<file path="src/rtl/wb_regfile_pkg.sv">
// Shared constants and types for the writeback stage / register file.
// Latency: n/a (declarations only).
// Backpressure: n/a.
package wb_regfile_pkg;

  localparam int XLEN   = 32;
  localparam int NREGS  = 32;
  localparam int CNT_W  = 64;
  localparam int REG_AW = $clog2(NREGS);

  typedef enum logic [1:0] {
    WB_ALU  = 2'b00,
    WB_LOAD = 2'b01,
    WB_PC4  = 2'b10,
    WB_RSVD = 2'b11
  } wb_sel_e;

  localparam logic [2:0] F3_LB  = 3'b000;
  localparam logic [2:0] F3_LH  = 3'b001;
  localparam logic [2:0] F3_LW  = 3'b010;
  localparam logic [2:0] F3_LBU = 3'b100;
  localparam logic [2:0] F3_LHU = 3'b101;

endpackage

</file>
<file path="src/rtl/wb_regfile_if.sv">
// MEM/WB inputs, ID read ports and writeback/instret outputs bundled together.
// Latency: n/a (wires only).
// Backpressure: none; the writeback stage always accepts its slot.
// Ports: slave = register file side, master = pipeline/testbench side.
interface wb_regfile_if;
  import wb_regfile_pkg::*;

  logic              wb_valid;
  logic              wb_reg_write;
  logic [1:0]        wb_sel;
  logic [2:0]        wb_funct3;
  logic [REG_AW-1:0] wb_rd;
  logic [XLEN-1:0]   wb_alu;
  logic [XLEN-1:0]   wb_mem_data;
  logic [XLEN-1:0]   wb_pc4;
  logic [REG_AW-1:0] rs1_addr;
  logic [REG_AW-1:0] rs2_addr;
  logic [XLEN-1:0]   rs1_data;
  logic [XLEN-1:0]   rs2_data;
  logic [XLEN-1:0]   wb_value;
  logic [CNT_W-1:0]  instret;

  modport slave (
    input  wb_valid, wb_reg_write, wb_sel, wb_funct3, wb_rd,
           wb_alu, wb_mem_data, wb_pc4, rs1_addr, rs2_addr,
    output rs1_data, rs2_data, wb_value, instret
  );

  modport master (
    output wb_valid, wb_reg_write, wb_sel, wb_funct3, wb_rd,
           wb_alu, wb_mem_data, wb_pc4, rs1_addr, rs2_addr,
    input  rs1_data, rs2_data, wb_value, instret
  );

endinterface

</file>
<file path="src/rtl/wb_regfile_load_formatter.sv">
// Extracts and extends a byte/halfword/word from an aligned memory word.
// Latency: combinational.
// Backpressure: none.
// Ports: funct3 (load kind), offset (address bits [1:0]), word (raw data), ld_fmt (result).
module wb_regfile_load_formatter
  import wb_regfile_pkg::*;
(
  input  logic [2:0]      funct3,
  input  logic [1:0]      offset,
  input  logic [XLEN-1:0] word,
  output logic [XLEN-1:0] ld_fmt
);

  logic [7:0]  byte_lane;
  logic [15:0] half_lane;

  always_comb begin
    byte_lane = word[7:0];
    case (offset)
      2'd0: byte_lane = word[7:0];
      2'd1: byte_lane = word[15:8];
      2'd2: byte_lane = word[23:16];
      2'd3: byte_lane = word[31:24];
      default: byte_lane = word[7:0];
    endcase

    // Halfword loads only look at offset[1]; a misaligned offset[0] is dropped.
    half_lane = offset[1] ? word[31:16] : word[15:0];

    case (funct3)
      F3_LB:   ld_fmt = {{(XLEN-8){byte_lane[7]}}, byte_lane};
      F3_LBU:  ld_fmt = {{(XLEN-8){1'b0}}, byte_lane};
      F3_LH:   ld_fmt = {{(XLEN-16){half_lane[15]}}, half_lane};
      F3_LHU:  ld_fmt = {{(XLEN-16){1'b0}}, half_lane};
      F3_LW:   ld_fmt = word;
      default: ld_fmt = word;
    endcase
  end

endmodule

</file>
<file path="src/rtl/wb_regfile.sv">
// Writeback mux, x1..x31 register file with write-first bypass, instret counter.
// Latency: reads/wb_value combinational; register write and count take effect on the next edge.
// Backpressure: none; every valid slot retires in the cycle it arrives.
// Ports: clock, reset (async, active-high), bus (wb_regfile_if.slave).
module wb_regfile
  import wb_regfile_pkg::*;
(
  input  logic         clock,
  input  logic         reset,
  wb_regfile_if.slave  bus
);

  logic [XLEN-1:0]  ld_fmt;
  logic [XLEN-1:0]  wb_value;
  logic             we;
  logic [XLEN-1:0]  regs [NREGS];
  logic [CNT_W-1:0] instret_q;

  wb_regfile_load_formatter u_ld_fmt (
    .funct3 (bus.wb_funct3),
    .offset (bus.wb_alu[1:0]),
    .word   (bus.wb_mem_data),
    .ld_fmt (ld_fmt)
  );

  always_comb begin
    wb_value = '0;
    case (wb_sel_e'(bus.wb_sel))
      WB_ALU:  wb_value = bus.wb_alu;
      WB_LOAD: wb_value = ld_fmt;
      WB_PC4:  wb_value = bus.wb_pc4;
      WB_RSVD: wb_value = '0;
      default: wb_value = '0;
    endcase
  end

  // Gating with reset also kills the bypass while reset is held.
  assign we = bus.wb_valid & bus.wb_reg_write & (bus.wb_rd != '0) & ~reset;

  // regs[0] is cleared by reset and never written; reads of x0 are forced to 0 anyway.
  always_ff @(posedge clock or posedge reset) begin
    if (reset) begin
      for (int i = 0; i < NREGS; i++) begin
        regs[i] <= '0;
      end
      instret_q <= '0;
    end else begin
      if (we) begin
        regs[bus.wb_rd] <= wb_value;
      end
      if (bus.wb_valid) begin
        instret_q <= instret_q + CNT_W'(1);
      end
    end
  end

  assign bus.rs1_data = (bus.rs1_addr == '0)                  ? '0       :
                        (we && (bus.rs1_addr == bus.wb_rd))   ? wb_value :
                                                                regs[bus.rs1_addr];
  assign bus.rs2_data = (bus.rs2_addr == '0)                  ? '0       :
                        (we && (bus.rs2_addr == bus.wb_rd))   ? wb_value :
                                                                regs[bus.rs2_addr];

  assign bus.wb_value = wb_value;
  assign bus.instret  = instret_q;

endmodule

</file>
<file path="src/flat_wrapper.sv">
// flat-port wrapper written by rule: the top's interface ports become plain ports
module wb_regfile_flat import wb_regfile_pkg::*;
  (clock, reset, bus_wb_valid, bus_wb_reg_write, bus_wb_sel, bus_wb_funct3, bus_wb_rd, bus_wb_alu, bus_wb_mem_data, bus_wb_pc4, bus_rs1_addr, bus_rs2_addr, bus_rs1_data, bus_rs2_data, bus_wb_value, bus_instret);
  wb_regfile_if bus_i ();
  input  logic clock;
  input  logic reset;
  input wire logic [$bits(bus_i.wb_valid)-1:0] bus_wb_valid;
  input wire logic [$bits(bus_i.wb_reg_write)-1:0] bus_wb_reg_write;
  input wire logic [$bits(bus_i.wb_sel)-1:0] bus_wb_sel;
  input wire logic [$bits(bus_i.wb_funct3)-1:0] bus_wb_funct3;
  input wire logic [$bits(bus_i.wb_rd)-1:0] bus_wb_rd;
  input wire logic [$bits(bus_i.wb_alu)-1:0] bus_wb_alu;
  input wire logic [$bits(bus_i.wb_mem_data)-1:0] bus_wb_mem_data;
  input wire logic [$bits(bus_i.wb_pc4)-1:0] bus_wb_pc4;
  input wire logic [$bits(bus_i.rs1_addr)-1:0] bus_rs1_addr;
  input wire logic [$bits(bus_i.rs2_addr)-1:0] bus_rs2_addr;
  output wire logic [$bits(bus_i.rs1_data)-1:0] bus_rs1_data;
  output wire logic [$bits(bus_i.rs2_data)-1:0] bus_rs2_data;
  output wire logic [$bits(bus_i.wb_value)-1:0] bus_wb_value;
  output wire logic [$bits(bus_i.instret)-1:0] bus_instret;
  assign bus_i.wb_valid = bus_wb_valid;
  assign bus_i.wb_reg_write = bus_wb_reg_write;
  assign bus_i.wb_sel = bus_wb_sel;
  assign bus_i.wb_funct3 = bus_wb_funct3;
  assign bus_i.wb_rd = bus_wb_rd;
  assign bus_i.wb_alu = bus_wb_alu;
  assign bus_i.wb_mem_data = bus_wb_mem_data;
  assign bus_i.wb_pc4 = bus_wb_pc4;
  assign bus_i.rs1_addr = bus_rs1_addr;
  assign bus_i.rs2_addr = bus_rs2_addr;
  assign bus_rs1_data = bus_i.rs1_data;
  assign bus_rs2_data = bus_i.rs2_data;
  assign bus_wb_value = bus_i.wb_value;
  assign bus_instret = bus_i.instret;
  wb_regfile u_core (.clock(clock), .reset(reset), .bus(bus_i));
endmodule
</file>
<file path="config.mk">
export PLATFORM = sky130hd
export DESIGN_NAME = wb_regfile_flat
export DESIGN_NICKNAME = d
export VERILOG_FILES = /design/src/rtl/wb_regfile_pkg.sv /design/src/rtl/wb_regfile_if.sv /design/src/rtl/wb_regfile_load_formatter.sv /design/src/rtl/wb_regfile.sv /design/src/flat_wrapper.sv
export SDC_FILE = /design/constraint.sdc
export NUM_CORES = 2
export LEC_CHECK = 0
export CORE_ASPECT_RATIO = 0.6
export CORE_MARGIN = 3
export CORE_UTILIZATION = 55
export CTS_CLUSTER_DIAMETER = 40
export CTS_CLUSTER_SIZE = 25
export DETAILED_ROUTE_END_ITERATION = 7
export PLACE_DENSITY = 0.84
export REMOVE_ABC_BUFFERS = 1
export SETUP_SLACK_MARGIN = 0.02
export SKIP_LAST_GASP = 1
export SLEW_MARGIN = 20
export SYNTH_ARGS = -nofsm -noshare
export SYNTH_HDL_FRONTEND = slang
export SYNTH_HIERARCHICAL = 1
export SYNTH_SLANG_ARGS = --single-unit
</file>
<file path="constraint.sdc">
create_clock -name clock -period 35.9 [get_ports clock]
set_clock_uncertainty 0.2 [all_clocks]
set_input_delay 7.18 -clock clock [delete_from_list [all_inputs] [get_ports clock]]
set_output_delay 7.18 -clock clock [all_outputs]
set_load 0.05 [all_outputs]
</file>
# After elaboration in Yosys (flattened, before gate mapping)
# Cells that the tools add are included.
[word_totals] regBits=1088 output_inout_bits=160
[classes] muxes=17 magnitude_cmp=4 n_reduce_logical=9 bitwise_logic=7 add_sub_neg=1 n_eq_ne=11
[ops] operator="$bwmux 1024" count=1
[ops] operator="$bmux 32 s5" count=2
[ops] operator="$mux 32" count=9
[ops] operator="$pmux 32 s4" count=2
[ops] operator="$demux 32 s5" count=1
[ops] operator="$add 64x1->64 const B" count=1
[ops] operator="$pmux 8 s4" count=1
[ops] operator="$ge 6x6->1 const B" count=3
[ops] operator="$not 5->6" count=3
[ops] operator="$mux 16" count=1
[ops] operator="$eq 5x5->1" count=2
[ops] operator="$logic_not 5->1" count=2
[ops] operator="$eq 2x2->1 const B" count=4
[ops] operator="$eq 3x3->1 const B" count=2
[ops] operator="$lt 6x1->1 const B" count=1
[ops] operator="$reduce_bool 5->1" count=1
[ops] operator="$eq 2x1->1 const B" count=2
[ops] operator="$logic_not 2->1" count=2
[ops] operator="$and 1x1->1" count=3
[ops] operator="$eq 3x1->1 const B" count=1
[ops] operator="$logic_and 1x1->1" count=3
[ops] operator="$logic_not 3->1" count=1
[ops] operator="$not 1->1" count=1

# Longest topological paths before layout
[depth] depth_word=6 mapped_depth=10 ltp_nobuf=8

# By module
# Netlist, hierarchy kept.
[by_module_without_submodules] module="wb_regfile" cells_each=5238 area_each_um2=56460.4 n_inst=1
[by_module_without_submodules] module="wb_regfile_load_formatter" cells_each=111 area_each_um2=668.1 n_inst=1

# Worst setup path before layout
# OpenSTA, ideal clock, no wires.
[synth_path] kind="input to output" start="input port bus_wb_funct3[1]" end="output port bus_rs2_data[29]" stages=9 setup_slack_ns=18.797 t_arrival_ns=9.723 path_cell_list="clkbuf_1 or4_4 o22ai_4 buf_6 a21o_1 a21oi_1 inv_1 o21ai_0 a21oi_1"
[synth_between] elab_chain_len=5 elab_cells_between_ends=8 classes_between="eq/ne: 3; mux: 4; reduce/logical: 1"
[synth_rtl] element="from (decl)" line_no="flat_wrapper.sv:10" source="input wire logic [$bits(bus_i.wb_funct3)-1:0] bus_wb_funct3;"
[synth_rtl] element="$eq 3x3->1, or another cell as far along" line_no="wb_regfile_load_formatter.sv:30" source="case (funct3)"
[synth_rtl] element="$pmux 32 s4 *" line_no="wb_regfile_load_formatter.sv:30"
[synth_rtl] element="named net u_core.ld_fmt[29]" line_no="wb_regfile.sv:13" source="logic [XLEN-1:0] ld_fmt;"
[synth_rtl] element="$pmux 32 s4 *" line_no="wb_regfile.sv:28" source="case (wb_sel_e'(bus.wb_sel))"
[synth_rtl] element="named net bus_wb_value[29]" line_no="flat_wrapper.sv:19" source="output wire logic [$bits(bus_i.wb_value)-1:0] bus_wb_value;"
[synth_rtl] element="$mux 32 *" line_no="wb_regfile.sv:61" source="(we && (bus.rs2_addr == bus.wb_rd)) ? wb_value :"
[synth_rtl] element="$mux 32 *" line_no="wb_regfile.sv:60" source="assign bus.rs2_data = (bus.rs2_addr == '0) ? '0 :"
[synth_rtl] element="to (decl)" line_no="flat_wrapper.sv:18" source="output wire logic [$bits(bus_i.rs2_data)-1:0] bus_rs2_data;"
# Mark *: on every way through the listed nets, which the timed path passes. The rest lies on a longest branch.

# Final worst setup path
[layout_path] start="input port bus_rs2_addr[0]" end="output port bus_rs2_data[27]"
[layout_between] elab_chain_len=6 elab_cells_between_ends=9 classes_between="eq/ne: 1; mux: 5; bitwise: 1; reduce/logical: 2"
[layout_rtl] element="from (decl)" line_no="flat_wrapper.sv:16" source="input wire logic [$bits(bus_i.rs2_addr)-1:0] bus_rs2_addr;"
[layout_rtl] element="$not 5->6 (implied by the code)" line_no="wb_regfile.sv:62" source="regs[bus.rs2_addr];"
[layout_rtl] element="$bmux 32 s5" line_no="wb_regfile.sv:62"
[layout_rtl] element="$mux 32 (implied by the code) (2 in series)" line_no="wb_regfile.sv:62"
[layout_rtl] element="$mux 32" line_no="wb_regfile.sv:61"
[layout_rtl] element="$mux 32 *" line_no="wb_regfile.sv:60"
# Every way passes the cells marked *; elsewhere a longest branch is shown, timed or not. The select of a mux whose other input is x is not followed.

==> impl_results.md <==
* Status: finished, violations left
* Failing checks: design-rule violations
* Register-to-Register Path Depth at 5
* HP Class: reg2reg
* Multi-input logic area at 27500 µm²
* TNS Setup at 0 ns
* Clk_lat worst skew at around 0.72 ns
* Final Hold Fails at 0
* Number of global-route vias before repair at roughly 47000
* CTS Buf Count at 97
* Crit Path Class: in2out
* CP required at around 29 ns
* Most used cell, CP: buf_4
* GRT Total Usage at 34.8%
* DRT iter0 DRCs at about 7600
* Worst Max-Slew Pin Slew at approximately 1.2 ns
* R2R Path Start: u_core/bus.instret[12]$_DFFE_PP0P_
* Final WL at between 150000 and 200000 µm
* Syn_area_per_cell at between 10 and 15 µm²
* Tcrit/Tclk final at ~55%
* Largest net degree at the start of global routing at around 180
* Period minus WS final at between 15 and 20 ns
* Crit path to: bus_rs2_data[27]
* Post-synthesis async set-or-reset flop share at 100%
* Top cell type's share of synthesized area at 47.7%
* RR Endpoint: u_core/bus.instret[59]$_DFFE_PP0P_
* Post-CTS Setup Repair Bufs at 0
* Most common cell after layout, fill and taps aside: dfrtp_1
* RSZ-0062 raised after global routing: false
* Critical path's slowest cell: buf_4
* Synth warnings at 6
* Initial DRT Pass Iterations at 8
* # nets final at between 5000 and 6000
* Final Core Density at a little over three fifths
* LEAKAGE at between 20 and 30 nW
* Register Area at 27200 µm²
* Adder-cell share of the synthesized area at 0.0219%
* Initial antenna violation count at 1
* Via density at roughly 7
* Power Total at ~3.1 mW
* Clock buffer depth at 3
* Die Width at 422 µm
* Main synth FF type: dfrtp_1
* Hold slack at 0.202 ns
* Ratio of cells with drive above 1 in the final layout at 16.1%
* Crit-path max FO at between 100 and 150
* Startpoint Class: input pin
* PwrDens at around 48 nW/µm²
* DP HPWL at approximately 110000 µm
* Clock Sinks at around 1100
* Top cell type by total area after synthesis: dfrtp_1
* CTS root buf: clkbuf_16
* Worst vdd ir at between 30 and 40 µV
* Hold Buf Count CTS at 0
* Cell area after layout at roughly 64000 µm²
* Mux share of post-synthesis cell area at between 20% and 30%
* CTS H-tree lvls at 3
* Most frequent cells in the layout: dfrtp_1 (1088), nand2_1 (796), o21ai_0 (540)
* First-pass GRT wire length at 288000 µm
* Post-synthesis cell count at 5349
* Crit end category: output pin
* Post_cts resized at 0
* R2R Setup Slk at about 33 ns
* Max incr delay on CP at around 0.87 ns
* EDFF count, synth at 0
* Clock-pin slew on the worst setup and hold paths at about 0.070 ns
* Overflow after GRT at 0
* Post-synthesis register bit count at roughly 1100
* Core Area at about 100000 µm²
* Routed Antenna Nets at 0
* Crit path cell chain: buf_8 > buf_12 > buf_4 > buf_4 > mux2_2 > o22ai_1 > nor4_1 > nor2_1 > a21oi_1 > clkdlybuf4s50_1
* Max-Cap Viols at 0
* Slew headroom at 22.4%
* Initial core utilization at a little under three fifths
* # setup viols final at 0
* Die Height at roughly 260 µm
* Number of core rows at 90
* Main combinational cell family by area after synthesis: multiplexers
* F_max at 50.9 MHz
* Top cells by area, synth: dfrtp_1 (48%), mux4_2 (17%), nand2_1 (5.4%), o21ai_0 (4.7%), mux2i_1 (3.5%)
* Worst EP arrival at 12.27 ns
* Port buffer count at 279
* Worst setup path startpoint: bus_rs2_addr[0]
* Max-slew violations at 0
* Simple-gate share of the synthesized area at a little over a tenth
* Ports at 280
* RePlAce Congestion at 0.898
* FILL cells at 7442
* P&R area growth vs syn at 11.8%
* Placed cell areas at slightly above 60000 µm²
* Die ar. at 108000 µm²
* XOR/XNOR share of the synthesized area at around 1.1%
* Compound-Gate Fraction of Synth Area at a little over an eighth
* Netlist cell types at 58
* DR WL/cell at 28.4 µm
* TritonCTS clock tree: built
* Seq/Total Area, Yosys at 47.7%
* Vias at between 40000 and 50000
* Post-Syn Area at 57100 µm²
* Post-route DRC at 11
==> stage by stage <==
step | worst slack (ns) | instances
after floorplan | -2.11 | 4783
after global placement | 16.35 | 6559
after detailed placement | 16.33 | 6559
after CTS | 16.33 | 6742
after global routing | 15.85 | 6743
final | 16.25 | 6748
==> synth_stat cells (all sizes together) (2+ instances only) <==
library cell / instances
dfrtp: 1088
nand2: 822
o21ai: 775
mux4: 435
nor2: 423
clkbuf: 365
a21oi: 321
buf: 201
mux2i: 200
o22ai: 132
mux2: 78
nor4: 67
nor3: 51
xnor2: 41
inv: 40
a221o: 39
a211oi: 38
xor2: 32
a22o: 31
nand3: 25
a21o: 18
nor2b: 17
and3: 16
nand4: 15
and4: 14
nand2b: 12
a2111oi: 8
a22oi: 8
and2: 7
nor3b: 7
and3b: 4
a221oi: 3
nand3b: 3
o21bai: 2
or2: 2
or3: 2
==> worst min path at each step <==
| stage | from | endpoint | slack (ns) | cells after the start |
|---|---|---|---|---|
| after floorplan | u_core/regs[1022]$_DFFE_PP0P_ | u_core/regs[1022]$_DFFE_PP0P_ | 0.17 | 0 |
| after global placement | u_core/regs[1005]$_DFFE_PP0P_ | u_core/regs[1005]$_DFFE_PP0P_ | 0.18 | 0 |
| after detailed placement | u_core/regs[1019]$_DFFE_PP0P_ | u_core/regs[1019]$_DFFE_PP0P_ | 0.19 | 0 |
| after CTS | u_core/regs[1022]$_DFFE_PP0P_ | u_core/regs[1022]$_DFFE_PP0P_ | 0.20 | 0 |
| after global routing | u_core/regs[1022]$_DFFE_PP0P_ | u_core/regs[1022]$_DFFE_PP0P_ | 0.21 | 0 |
| final | u_core/regs[1023]$_DFFE_PP0P_ | u_core/regs[1023]$_DFFE_PP0P_ | 0.20 | 0 |
==> where the power goes <==
part / internal [mW] / leakage (nW) / total [mW] / switching [mW]
Sequential: 1.32 / 14.8 / 1.40 / 0.0844
Clock: 0.594 / 1.70 / 1.15 / 0.552
Combinational: 0.207 / 11.1 / 0.514 / 0.307
Total: 2.12 / 27.6 / 3.06 / 0.943
==> registers in the layout (all words and copies together), names as in the netlist <==
| signal | count |
|---|---|
| u_core/bus.instret | 64 |
| u_core/regs | 1024 |
==> layout make-up <==
cell class              count  area share (%)
inverters                  40           0.247
flip-flops and latches   1088            42.6
repair buffers            397            5.89
diodes                      5          0.0196
well taps                1380            2.70
multi-input cells        3655            43.0
clock buffers             107            3.91
clock inverters            76            1.59
==> metal layers <==
| metal | vias to the layer above | track usage [%] | wire (µm) |
|---|---|---|---|
| met5 | - | 0 | 22 |
| met4 | 4 | 19.6 | 12500 |
| met3 | 935 | 14.1 | 29200 |
| met2 | 3987 | 49.6 | 82400 |
| met1 | 23300 | 45.5 | 67300 |
| li1 | 19200 | - | - |
==> worst max-delay path, delay by kind of cell <==
kind,cells,cell delay (ns)
buf+inv,5,3.41
simple gates,2,0.82
mux,1,0.30
compound gates,2,0.25
==> kinds of logic (layout without fill, tap and decap cells) <==
| logic type | count (synthesis) | count (layout) |
|---|---|---|
| AO/OA/AOI/OAI | 1378 | 1378 |
| XOR/XNOR | 73 | 73 |
| adder cells (fa/ha/maj) | 1 | 1 |
| buffers and inverters | 606 | 620 |
| flip-flops | 1088 | 1088 |
| multiplexers | 713 | 713 |
| other | 0 | 5 |
| AND/OR/NAND/NOR | 1490 | 1490 |
Note: power is estimated with default switching activity, not from simulation.
